## config.mk

```make
export PLATFORM = sky130hd
export DESIGN_NAME = adc_capture_seq
export DESIGN_NICKNAME = d
export VERILOG_FILES = /design/src/rtl/adc_capture_seq.sv
export SDC_FILE = /design/constraint.sdc
export NUM_CORES = 1
export LEC_CHECK = 0
export ABC_AREA = 1
export CAP_MARGIN = 20
export CORE_MARGIN = 2
export CORE_UTILIZATION = 52
export CTS_CLUSTER_SIZE = 24
export DETAILED_ROUTE_END_ITERATION = 8
export PLACE_DENSITY_LB_ADDON = 0.2
export SETUP_SLACK_MARGIN = 0.3
export SYNTH_ARGS = -nofsm -noshare
export SYNTH_HDL_FRONTEND = slang
export SYNTH_SLANG_ARGS = --single-unit
```

## constraint.sdc

```tcl
create_clock -name clk_i -period 2.1 [get_ports clk_i]
set_clock_uncertainty 0.05 [all_clocks]
set_input_delay 0.21 -clock clk_i [delete_from_list [all_inputs] [get_ports clk_i]]
set_output_delay 0.21 -clock clk_i [all_outputs]
set_load 0.01 [all_outputs]
```

## src/rtl/adc_capture_seq.sv

```systemverilog
// adc_capture_seq: applies a calibrator selection, waits for it to settle, then captures a burst of
// ADC samples into the offs/meas RAM B-port. Define ADC_CAPTURE_TIMEOUT_EN to enable the sample-gap timeout.
module adc_capture_seq #(
    parameter int unsigned g_settle_cycles  = 256,
    parameter int unsigned g_timeout_cycles = 65535
) (
    input  logic        clk_i,
    input  logic        rst_n_i,
    input  logic        start_i,
    input  logic        abort_i,
    input  logic        mode_i,
    input  logic [1:0]  cal_sel_i,
    input  logic [11:0] nsamples_i,
    input  logic        adc_valid_i,
    input  logic [31:0] adc_data_i,
    output logic [1:0]  cal_sel_o,
    output logic [11:0] ram_adr_o,
    output logic [31:0] ram_dat_o,
    output logic        offs_we_o,
    output logic        meas_we_o,
    output logic        busy_o,
    output logic        done_o,
    output logic [12:0] count_o,
    output logic        timeout_o,
    output logic [1:0]  state_o
);
    typedef enum logic [1:0] {
        IDLE    = 2'd0,
        SETTLE  = 2'd1,
        CAPTURE = 2'd2,
        DONE    = 2'd3
    } state_t;

    localparam int unsigned SETTLE_EFF  = (g_settle_cycles == 0) ? 1 : g_settle_cycles;
    localparam logic [31:0] SETTLE_LAST = 32'(SETTLE_EFF - 1);

    state_t      state_q, state_d;
    logic        mode_q;
    logic [11:0] nsamples_q;
    logic [11:0] adr_q;
    logic [31:0] settle_cnt;
    logic        sample_take;

`ifdef ADC_CAPTURE_TIMEOUT_EN
    localparam int unsigned TMO_EFF  = (g_timeout_cycles == 0) ? 1 : g_timeout_cycles;
    localparam logic [31:0] GAP_LAST = 32'(TMO_EFF - 1);
    logic [31:0] gap_cnt;
    logic        timeout_hit;
`endif

    // ADC stream is valid-only (no ready): a sample is consumed in every CAPTURE cycle with
    // adc_valid_i high and abort_i low, and its RAM write is issued on the following cycle.
    always_ff @(posedge clk_i or negedge rst_n_i) begin
        if (!rst_n_i) state_q <= IDLE;
        else          state_q <= state_d;
    end

    always_comb begin
        state_d     = state_q;
        sample_take = 1'b0;
`ifdef ADC_CAPTURE_TIMEOUT_EN
        timeout_hit = 1'b0;
`endif
        case (state_q)
            IDLE: begin
                if (start_i) state_d = SETTLE;
            end
            SETTLE: begin
                if (abort_i)                        state_d = IDLE;
                else if (settle_cnt == SETTLE_LAST) state_d = CAPTURE;
            end
            CAPTURE: begin
                // abort wins over a sample arriving in the same cycle, including the last one
                if (abort_i) begin
                    state_d = IDLE;
                end else if (adc_valid_i) begin
                    sample_take = 1'b1;
                    if (adr_q == nsamples_q) state_d = DONE;
                end
`ifdef ADC_CAPTURE_TIMEOUT_EN
                else if (gap_cnt == GAP_LAST) begin
                    timeout_hit = 1'b1;
                    state_d     = IDLE;
                end
`endif
            end
            DONE:    state_d = IDLE;
            default: state_d = IDLE;
        endcase
    end

    always_ff @(posedge clk_i or negedge rst_n_i) begin
        if (!rst_n_i) begin
            mode_q     <= 1'b0;
            nsamples_q <= '0;
            adr_q      <= '0;
            settle_cnt <= '0;
            cal_sel_o  <= '0;
            ram_adr_o  <= '0;
            ram_dat_o  <= '0;
            offs_we_o  <= 1'b0;
            meas_we_o  <= 1'b0;
            count_o    <= '0;
        end else begin
            offs_we_o <= 1'b0;
            meas_we_o <= 1'b0;
            if (state_q == IDLE && start_i) begin
                mode_q     <= mode_i;
                nsamples_q <= nsamples_i;
                cal_sel_o  <= cal_sel_i;
                count_o    <= '0;
                settle_cnt <= '0;
                adr_q      <= '0;
            end
            if (state_q == SETTLE) settle_cnt <= settle_cnt + 32'd1;
            if (state_q == SETTLE && state_d == CAPTURE) adr_q <= '0;
            if (sample_take) begin
                ram_adr_o <= adr_q;
                ram_dat_o <= adc_data_i;
                offs_we_o <= ~mode_q;
                meas_we_o <= mode_q;
                adr_q     <= adr_q + 12'd1;
                count_o   <= count_o + 13'd1;
            end
        end
    end

`ifdef ADC_CAPTURE_TIMEOUT_EN
    always_ff @(posedge clk_i or negedge rst_n_i) begin
        if (!rst_n_i) begin
            gap_cnt   <= '0;
            timeout_o <= 1'b0;
        end else begin
            if (state_q == SETTLE && state_d == CAPTURE) gap_cnt <= '0;
            else if (state_q == CAPTURE)                 gap_cnt <= sample_take ? 32'd0 : gap_cnt + 32'd1;
            // sticky until the next accepted start
            if (state_q == IDLE && start_i) timeout_o <= 1'b0;
            else if (timeout_hit)           timeout_o <= 1'b1;
        end
    end
`else
    assign timeout_o = 1'b0;
`endif

    assign busy_o  = (state_q == SETTLE) || (state_q == CAPTURE);
    assign done_o  = (state_q == DONE);
    assign state_o = state_q;

endmodule

```

### Word level (Yosys, flattened, before mapping)

Cells that the tools add are included.

| cells by class | value |
|---|---|
| add/subtract/negate cells | 3 |
| eq/ne operators | 6 |
| muxes and demuxes | 19 |
| bitwise operators | 1 |
| reduce and logical (&&, ||, !) cells | 7 |

Operator list:

| cell | number |
|---|---|
| 32-bit 2-to-1 mux | 2 |
| 12-bit 2-to-1 mux | 3 |
| 32-bit by 1-bit adder with 32-bit output, second input constant | 1 |
| 32-bit by 8-bit equality test with 1-bit output, second input constant | 1 |
| 13-bit 2-to-1 mux | 2 |
| 13-bit by 1-bit adder with 13-bit output, second input constant | 1 |
| 12-bit by 1-bit adder with 12-bit output, second input constant | 1 |
| 12-bit equality test | 1 |
| 2-bit 2-to-1 mux | 6 |
| 2-bit case mux with 4 select lines | 1 |
| 2-bit equality test, second input constant | 3 |
| 1-bit 2-to-1 mux | 5 |
| 2-bit nonzero test | 2 |
| 3-bit nonzero test | 1 |
| 2-bit by 1-bit equality test with 1-bit output, second input constant | 1 |
| 1-bit logical AND | 2 |
| 2-bit logical NOT | 1 |
| 1-bit logical OR | 1 |
| 1-bit NOT | 1 |

| word-level totals | value |
|---|---|
| bits in registers | 120 |
| input bits | 52 |
| output and inout bits | 66 |
| word-level logic and storage cells | 47 |

### Depth between registers and ports, before layout

Gate-level depths: netlist (run 1).

| depth | value |
|---|---|
| word-level depth | 9 |
| gate-level depth with buffers | 16 |
| depth with buffers taken out | 15 |

### Worst setup path after synthesis (run 1)

No wires, ideal clock.

| timing path | value |
|---|---|
| path type | reg-to-reg |
| start | reg state_q[1] (netlist: state_o[1]) |
| end | reg settle_cnt[18] |
| library setup time | 0.129 ns |
| arrival time | 1.808 ns |
| required time | 1.921 ns |
| slack | 0.112 ns |
| cell stages (with the launch flop) | 9 |
| path buffers | 2 |
| clock period less this slack | 1.988 ns |
| cells stage by stage | dfrtp_1 > inv_1 > ha_1 > buf_2 > nor2_2 > clkinv_1 > buf_2 > nand3_1 > o21ai_0 |

| between the ends | value |
|---|---|
| longest elaborated chain between the ends | 3 |
| elaborated cells between the ends (all ways) | 5 |
| those cells by class | 1 x eq/ne; 1 x mux; 3 x reduce/logical |

Ends and longest elaborated chain:

| item | RTL line | text |
|---|---|---|
| start, declared | 37 | `state_t state_q, state_d;` |
| start signal, assigned | 55 | `else state_q <= state_d;` |
| 2-bit logical NOT | 107 | `if (state_q == IDLE && start_i) begin` |
| 1-bit logical AND | 107 |  |
| 2-bit nonzero test (no line) | n/a |  |
| end signal, assigned | 115 | `if (state_q == SETTLE) settle_cnt <= settle_cnt + 32'd1;` |
| end, declared | 41 | `logic [31:0] settle_cnt;` |

Several ways; a longest one is shown, not always the timed one.
A chain may end at the register's enable or synchronous reset.

### Worst setup path after layout (run 1)

| timing path | value |
|---|---|
| start | reg settle_cnt[1] |
| end | reg adr_q[0] |

| between the ends | value |
|---|---|
| longest elaborated chain between the ends | 8 |
| elaborated cells between the ends (all ways) | 9 |
| those cells by class | 2 x eq/ne; 5 x mux; 2 x reduce/logical |

Ends and longest elaborated chain:

| item | RTL line | text |
|---|---|---|
| 32-bit by 8-bit equality test with 1-bit output (*) | 70 | `else if (settle_cnt == SETTLE_LAST) state_d = CAPTURE;` |
| 2-bit 2-to-1 mux (*) | 70 |  |
| 2-bit 2-to-1 mux (*) | 69 | `if (abort_i) state_d = IDLE;` |
| 2-bit case mux with 4 select lines (*) | 64 | `case (state_q)` |
| named net state_d[0] | 37 |  |
| 2-bit equality test (*) | 116 | `if (state_q == SETTLE && state_d == CAPTURE) adr_q <= '0;` |
| 1-bit logical AND (*) | 116 |  |
| 12-bit 2-to-1 mux | 116 |  |
| 12-bit 2-to-1 mux | 117 | `if (sample_take) begin` |
| end signal, assigned | 122 | `adr_q <= adr_q + 12'd1;` |
| end, declared | 40 | `logic [11:0] adr_q;` |

Mark *: on every way through the listed nets, which the timed path passes. The rest lies on a longest branch.

==> results.cfg, run 1 <==
[global_routing]
grt-ovfl-total = 0
grt_max_degree = 49
antenna_found_initial = 0
grt_pass1_wl_um = 26990
grt_pass1_vias = 5719
grt_use_total_pct = 27.20

[route]
antenna_left = 0
drtPass1Iterations = 5
drt-total-wl_um = 16810
wl_per_cell_um = 15.63
drt_iter0_drc = 416
drc = 0
vias = 5735
routed_via_density = 5.335

[synthesis]
synthDistinctLibCells = 40
syn_inst = 753
synth_edf_count = 0
yosysTopAreaCellShare_pct = 50.36
synth.top_cells.by_area = dfrtp_1, nand2_1, inv_1
synth_commonest_cells = nand2_1, dfrtp_1, inv_1
syn_area_per_cell_um2 = 7.919
yosysTopAreaCell = dfrtp_1
netlist_area_um2 = 5963
async_flop_share_pct = 100.0
ys_ff_latch = 120
yosysWarnings = 0
ys_seq_area_share_pct = 50.36
synth_nets = 813
synth_ff_type = dfrtp_1
synth_most_common_cell = nand2_1

[clock_network]
cts.sinks = 120
clk_pin_slew_ns = 0.06
clockRootBuffer = clkbuf_16
numCtsBuffers = 17
clk_latency_ns = 0.42
cts_tree = built
cts_max_level = 4
cts_buffer_depth = 2

[timing]
rsz0062_at_grt = true
drv_slew = 0
fin_crit_ns = 1.954
timing.setup.tns_ns = 0
worst_pin_slew_ns = 0.6747
hold_viol = 0
timing.hold.ws_ns = 0.2810
period_share_pct = 93.06
fmax_mhz = 511.7
max_slew_margin_pct = 55.02
finalSetupViolCount = 0

[die]
initial_core_util_pct = 52.67
fp.dieArea_um2 = 12340
fp.dieH_um = 111.1
ioPinCount = 118
row_count = 39
core_um2 = 11320
die_w_um = 111.1

[worst_setup_path]
arrival_ns = 2.21
worst_setup_path_end_kind = register
critPathMaxStageDelay_ns = 0.40
cp_slowest_cell = dfrtp_1
cp_max_fo = 6
crit_type = reg2reg
worstPathCellList = ha_4, nand2_4, nor2_4, nand2_2, nor2_1, nand2_1, nand2_1, nand2_1, nand3_2, nand2_2, nor2_4, nand2_4, nand3_2, nand2_1
critical_path.top_delay_family = simple AND/OR/NAND/NOR gates
critical_path.most_common_cell = nand2_1
path_buf_inv = 0
start_kind = register
cp_data_required_time_ns = 2.35

[final_layout]
diodes = 0
area_delta_synth_final_pct = 44.46
drive_gt1_share_pct = 18.67
final_core_util_pct = 76.09
stdcell_area_um2 = 8615
fin_nets = 979

[pwr]
power_density_nw_per_um2 = 863.9
peakVddDrop_uv = 945.8
leakage_nw = 4.085
p_total_mw = 7.442

[place]
placed_area_um2 = 7385
portBuffers = 116
gp_congestion = 0.9267
place_hpwl_um = 10800

[status]
status = finished, final reports clean

[run]
drv_cap = 0

[hold_path]
hold_class = in2reg
logic make-up after synthesis:
family / after synthesis / synth area share (%)
adder cells (fa/ha/maj): 8 / 1.679
AO/OA/AOI/OAI: 75 / 6.861
AND/OR/NAND/NOR: 431 / 31.89
XOR/XNOR: 4 / 0.5876
multiplexers: 8 / 1.385
other: 1 / 0.06289
flip-flops: 120 / 50.36
buffers and inverters: 106 / 7.176
sequential cells by signal (all words and copies together) (netlist names):
register / count
adr_q: 12
cal_sel_o: 2
count_o: 13
meas_we_o: 1
mode_q: 1
nsamples_q: 12
offs_we_o: 1
ram_adr_o: 12
ram_dat_o: 32
settle_cnt: 32
state_o: 2
worst min-delay path, stage by stage:
cell and delay (ns):
clkdlybuf4s50_1 0.39, nand2_1 0.06, nand2_1 0.04
power by group:
part	internal (mW)	switching [mW]	leakage, nW	total, mW
combinational	0.738	0.929	2.17	1.67
sequential	2.57	0.172	1.61	2.74
clock	2.02	1.02	0.307	3.04
metal layers:
layer	GRT usage [%]	wire (um)	up-vias
met4	13.17	533	0
met3	6.780	791	52
li1	-	-	2708
met2	47.03	8774	201
met5	0	0	-
met1	31.66	6706	2774
cells in the final DEF, fill, tap and decap left out, drive strengths merged, types with 2 or more instances in the layout:
cell type,Yosys,routed
nor2,82,82
dfrtp,120,120
o22ai,6,6
mux2i,6,6
inv,84,84
mux2,2,2
clkdlybuf4s50,0,113
xnor2,3,3
nor4,2,2
nand3,44,44
nand4,8,8
nor3,15,15
o31ai,2,2
buf,10,49
clkbuf,10,26
nand2,276,277
bufinv,0,3
a21oi,17,17
clkinv,2,6
ha,8,8
o21a,3,3
o21ai,43,43
dlygate4sd2,0,2
stage by stage:
stage	std cells	setup slack [ns]
6_report	1075	0.1457
5_1_grt	1075	0.05539
4_1_cts	1060	0.1704
3_5_place_dp	1008	-0.05250
3_3_place_gp	1008	-0.03220
2_1_floorplan	753	0.2264
path summary, 6_finish.rpt:
| kind | from | endpoint | slack (ns) | cells after the start |
|---|---|---|---|---|
| min in group asynchronous | rst_n_i | settle_cnt[9] | 0.32 | 2 |
| max in group asynchronous | rst_n_i | state_o[1] | 1.01 | 3 |
| min reg2reg | ram_dat_o[23] | ram_dat_o[23] | 0.42 | 2 |
| max | settle_cnt[1] | adr_q[0] | 0.15 | 14 |
| max reg2reg | settle_cnt[1] | adr_q[0] | 0.15 | 14 |
| min | nsamples_i[10] | nsamples_q[10] | 0.28 | 3 |
area by class of cell:
| cell class | count | area [um^2] |
|---|---|---|
| well taps | 143 | 178.9 |
| fillers | 800 | 2706 |
| flip-flops and latches | 120 | 3007 |
| repair buffers | 166 | 1655 |
| clock inverters | 7 | 113.9 |
| clock buffers | 25 | 505.5 |
| multi-input cells | 528 | 2801 |
| inverters | 86 | 352.8 |
repair_timing:
action,CTS,global route
hold endpoints to repair,45,0
setup endpoints to repair,83,84
pin swaps,19,34
buffers inserted,18,14
hold buffers,1,0
gates cloned,1,1
resized for setup,28,63
Note: power is estimated with default switching activity, not from simulation.
==> inputs of run 2 (changes only) <==
Settings changed: CORE_ASPECT_RATIO from default to 1.25.
==> run 2 against run 1 <==
  * Fmax decreased by 1.2%
  * Cell count is 1.3% higher
  * Critical endpoint is now settle_cnt[28]
  * Combinational power rose by 13%
  * Hold slack got worse by 0.012 ns
  * Largest cell class unchanged
==> results.cfg, run 2 (same netlist as run 1, synthesis figures left out) <==
[die]
fp.dieH_um = 123.7
fp.dieArea_um2 = 12350
ioPinCount = 118
initial_core_util_pct = 53.54
core_um2 = 11140
die_w_um = 99.78
row_count = 43

[timing]
period_share_pct = 94.20
worst_pin_slew_ns = 0.5712
rsz0062_at_grt = true
fin_crit_ns = 1.978
drv_slew = 0
max_slew_margin_pct = 61.92
fin_ws_ns = 0.1218
finalSetupViolCount = 0
hold_viol = 0
fmax_mhz = 505.5

[clock_network]
cts_tree = built
clk_latency_ns = 0.42
numCtsBuffers = 17
clockRootBuffer = clkbuf_16
clk_pin_slew_ns = 0.06
cts_buffer_depth = 2
cts.sinks = 120
cts_max_level = 4

[place]
dp_slack_ns = -0.09619
portBuffers = 116
gp_congestion = 0.9061
place_hpwl_um = 10500

[worst_setup_path]
worstPathCellList = ha_4, nand2_4, nor2_4, nand2_2, nor2_4, nand3_2, nor2_4, nand2_2, nor2_4, nand2_2, nor2_2, a21oi_1, nor2_1
cp_data_required_time_ns = 2.39
worst_setup_path_end_kind = register
worstReg2RegStart = settle_cnt[0]
critical_path.most_common_cell = nor2_4
start_kind = register
critical_path.top_delay_family = simple AND/OR/NAND/NOR gates
path_buf_inv = 0
cp_slowest_cell = dfrtp_1
cp_max_fo = 4
cp-startpoint = settle_cnt[0]
critPathMaxStageDelay_ns = 0.43
crit_type = reg2reg
arrival_ns = 2.27

[final_layout]
fin_nets = 1001
area_delta_synth_final_pct = 51.76
drive_gt1_share_pct = 24.00
final_common_cell = nand2_1
fillCellCount = 659
top_regs = ram_dat_o x32, settle_cnt x32, count_o x13
diodes = 0
final_core_util_pct = 81.26
final_cell_mix = nand2_1, dfrtp_1, clkdlybuf4s50_1

[route]
drt-total-wl_um = 19090
wl_met1_um = 7423
drt_iter0_drc = 460
antenna_left = 0
wl_met2_um = 9948
routed_via_density = 5.449
top_layer = met4
drtPass1Iterations = 5
drc = 0
wl_per_cell_um = 17.53
vias = 5934
met3_length_um = 1175

[global_routing]
grt_use_total_pct = 28.23
grt_max_degree = 41
grt-ovfl-total = 0
grt_pass1_wl_um = 27370
grt_pass1_vias = 5823
antenna_found_initial = 0

[hold_path]
hold_class = in2reg
min_from = adc_data_i[11]

[pwr]
power_density_nw_per_um2 = 840.7
leakage_nw = 4.304
peakVddDrop_uv = 464.9

[run]
drv_cap = 0

[status]
status = finished, final reports clean
==> run 2: cell count changes in the layout (fill, tap and decap cells not counted), sizes merged, moves of 3 or more <==
cell | previous run | this run
buf | 49 | 64
inv | 84 | 93
clkbuf | 26 | 22
clkinvlp | 0 | 3
==> run 2: what timing repair did <==
action / in CTS / in global routing
setup buffers: 26 / 18
pin swaps: 18 / 39
cloned: 3 / 8
endpoints found under the hold margin: 36 / 0
hold buffers: 1 / 0
endpoints found under the setup margin: 79 / 96
gates resized for setup: 59 / 98
==> run 2: metrics by stage <==
step / cells / power, mW / setup TNS, ns / area [um^2] / hold WS (ns)
2_1_floorplan: 753 / 3.509 / 0 / 5995 / -0.1356
3_3_place_gp: 1001 / 4.081 / -0.009482 / 7357 / 0.1790
3_5_place_dp: 1001 / 4.123 / -0.09619 / 7357 / 0.1831
4_1_cts: 1063 / 7.202 / 0 / 8458 / 0.2673
5_1_grt: 1089 / 7.870 / -0.003325 / 9050 / 0.2743
6_report: 1089 / 7.608 / 0 / 9050 / 0.2693
==> run 2: worst reg2reg max path: cells and delay by family, from the launching register on <==
family | cells | cell delay [ns]
fa+ha+maj | 1 | 0.18
flops | 1 | 0.43
compound gates | 1 | 0.05
simple gates | 11 | 1.18
==> run 2: final timing paths <==
kind / end / slack, ns / depth (start not counted)
setup / recovery: settle_cnt[28] / 0.12 / 13
setup reg to reg: settle_cnt[28] / 0.12 / 13
hold reg to reg: offs_we_o / 0.39 / 1
hold / removal: ram_dat_o[11] / 0.27 / 3
min in group asynchronous: nsamples_q[1] / 0.28 / 2
max in group asynchronous: ram_dat_o[6] / 1.03 / 3
==> run 2: per-layer routing <==
| metal | GRT usage, % | up-vias |
|---|---|---|
| li1 | - | 2751 |
| met1 | 34.74 | 2906 |
| met2 | 49.03 | 229 |
| met3 | 5.892 | 48 |
| met4 | 10.79 | 0 |
| met5 | 0 | - |
==> run 2: final cells by class <==
cell class              instances  area [um^2]  area share [%]
repair buffers                185         1956           21.61
repair inverters                3        21.27          0.2350
well taps                     135        168.9           1.866
clock inverters                15        167.7           1.853
multi-input cells             528         2953           32.63
inverters                      86        351.6           3.885
clock buffers                  17        425.4           4.701
flip-flops and latches        120         3007           33.22
==> run 2: where the power goes <==
group          switching, mW  internal [mW]  total (mW)
sequential             0.195           2.56        2.76
combinational           1.05          0.845        1.89
clock                   1.18           1.77        2.96
total                   2.43           5.18        7.61
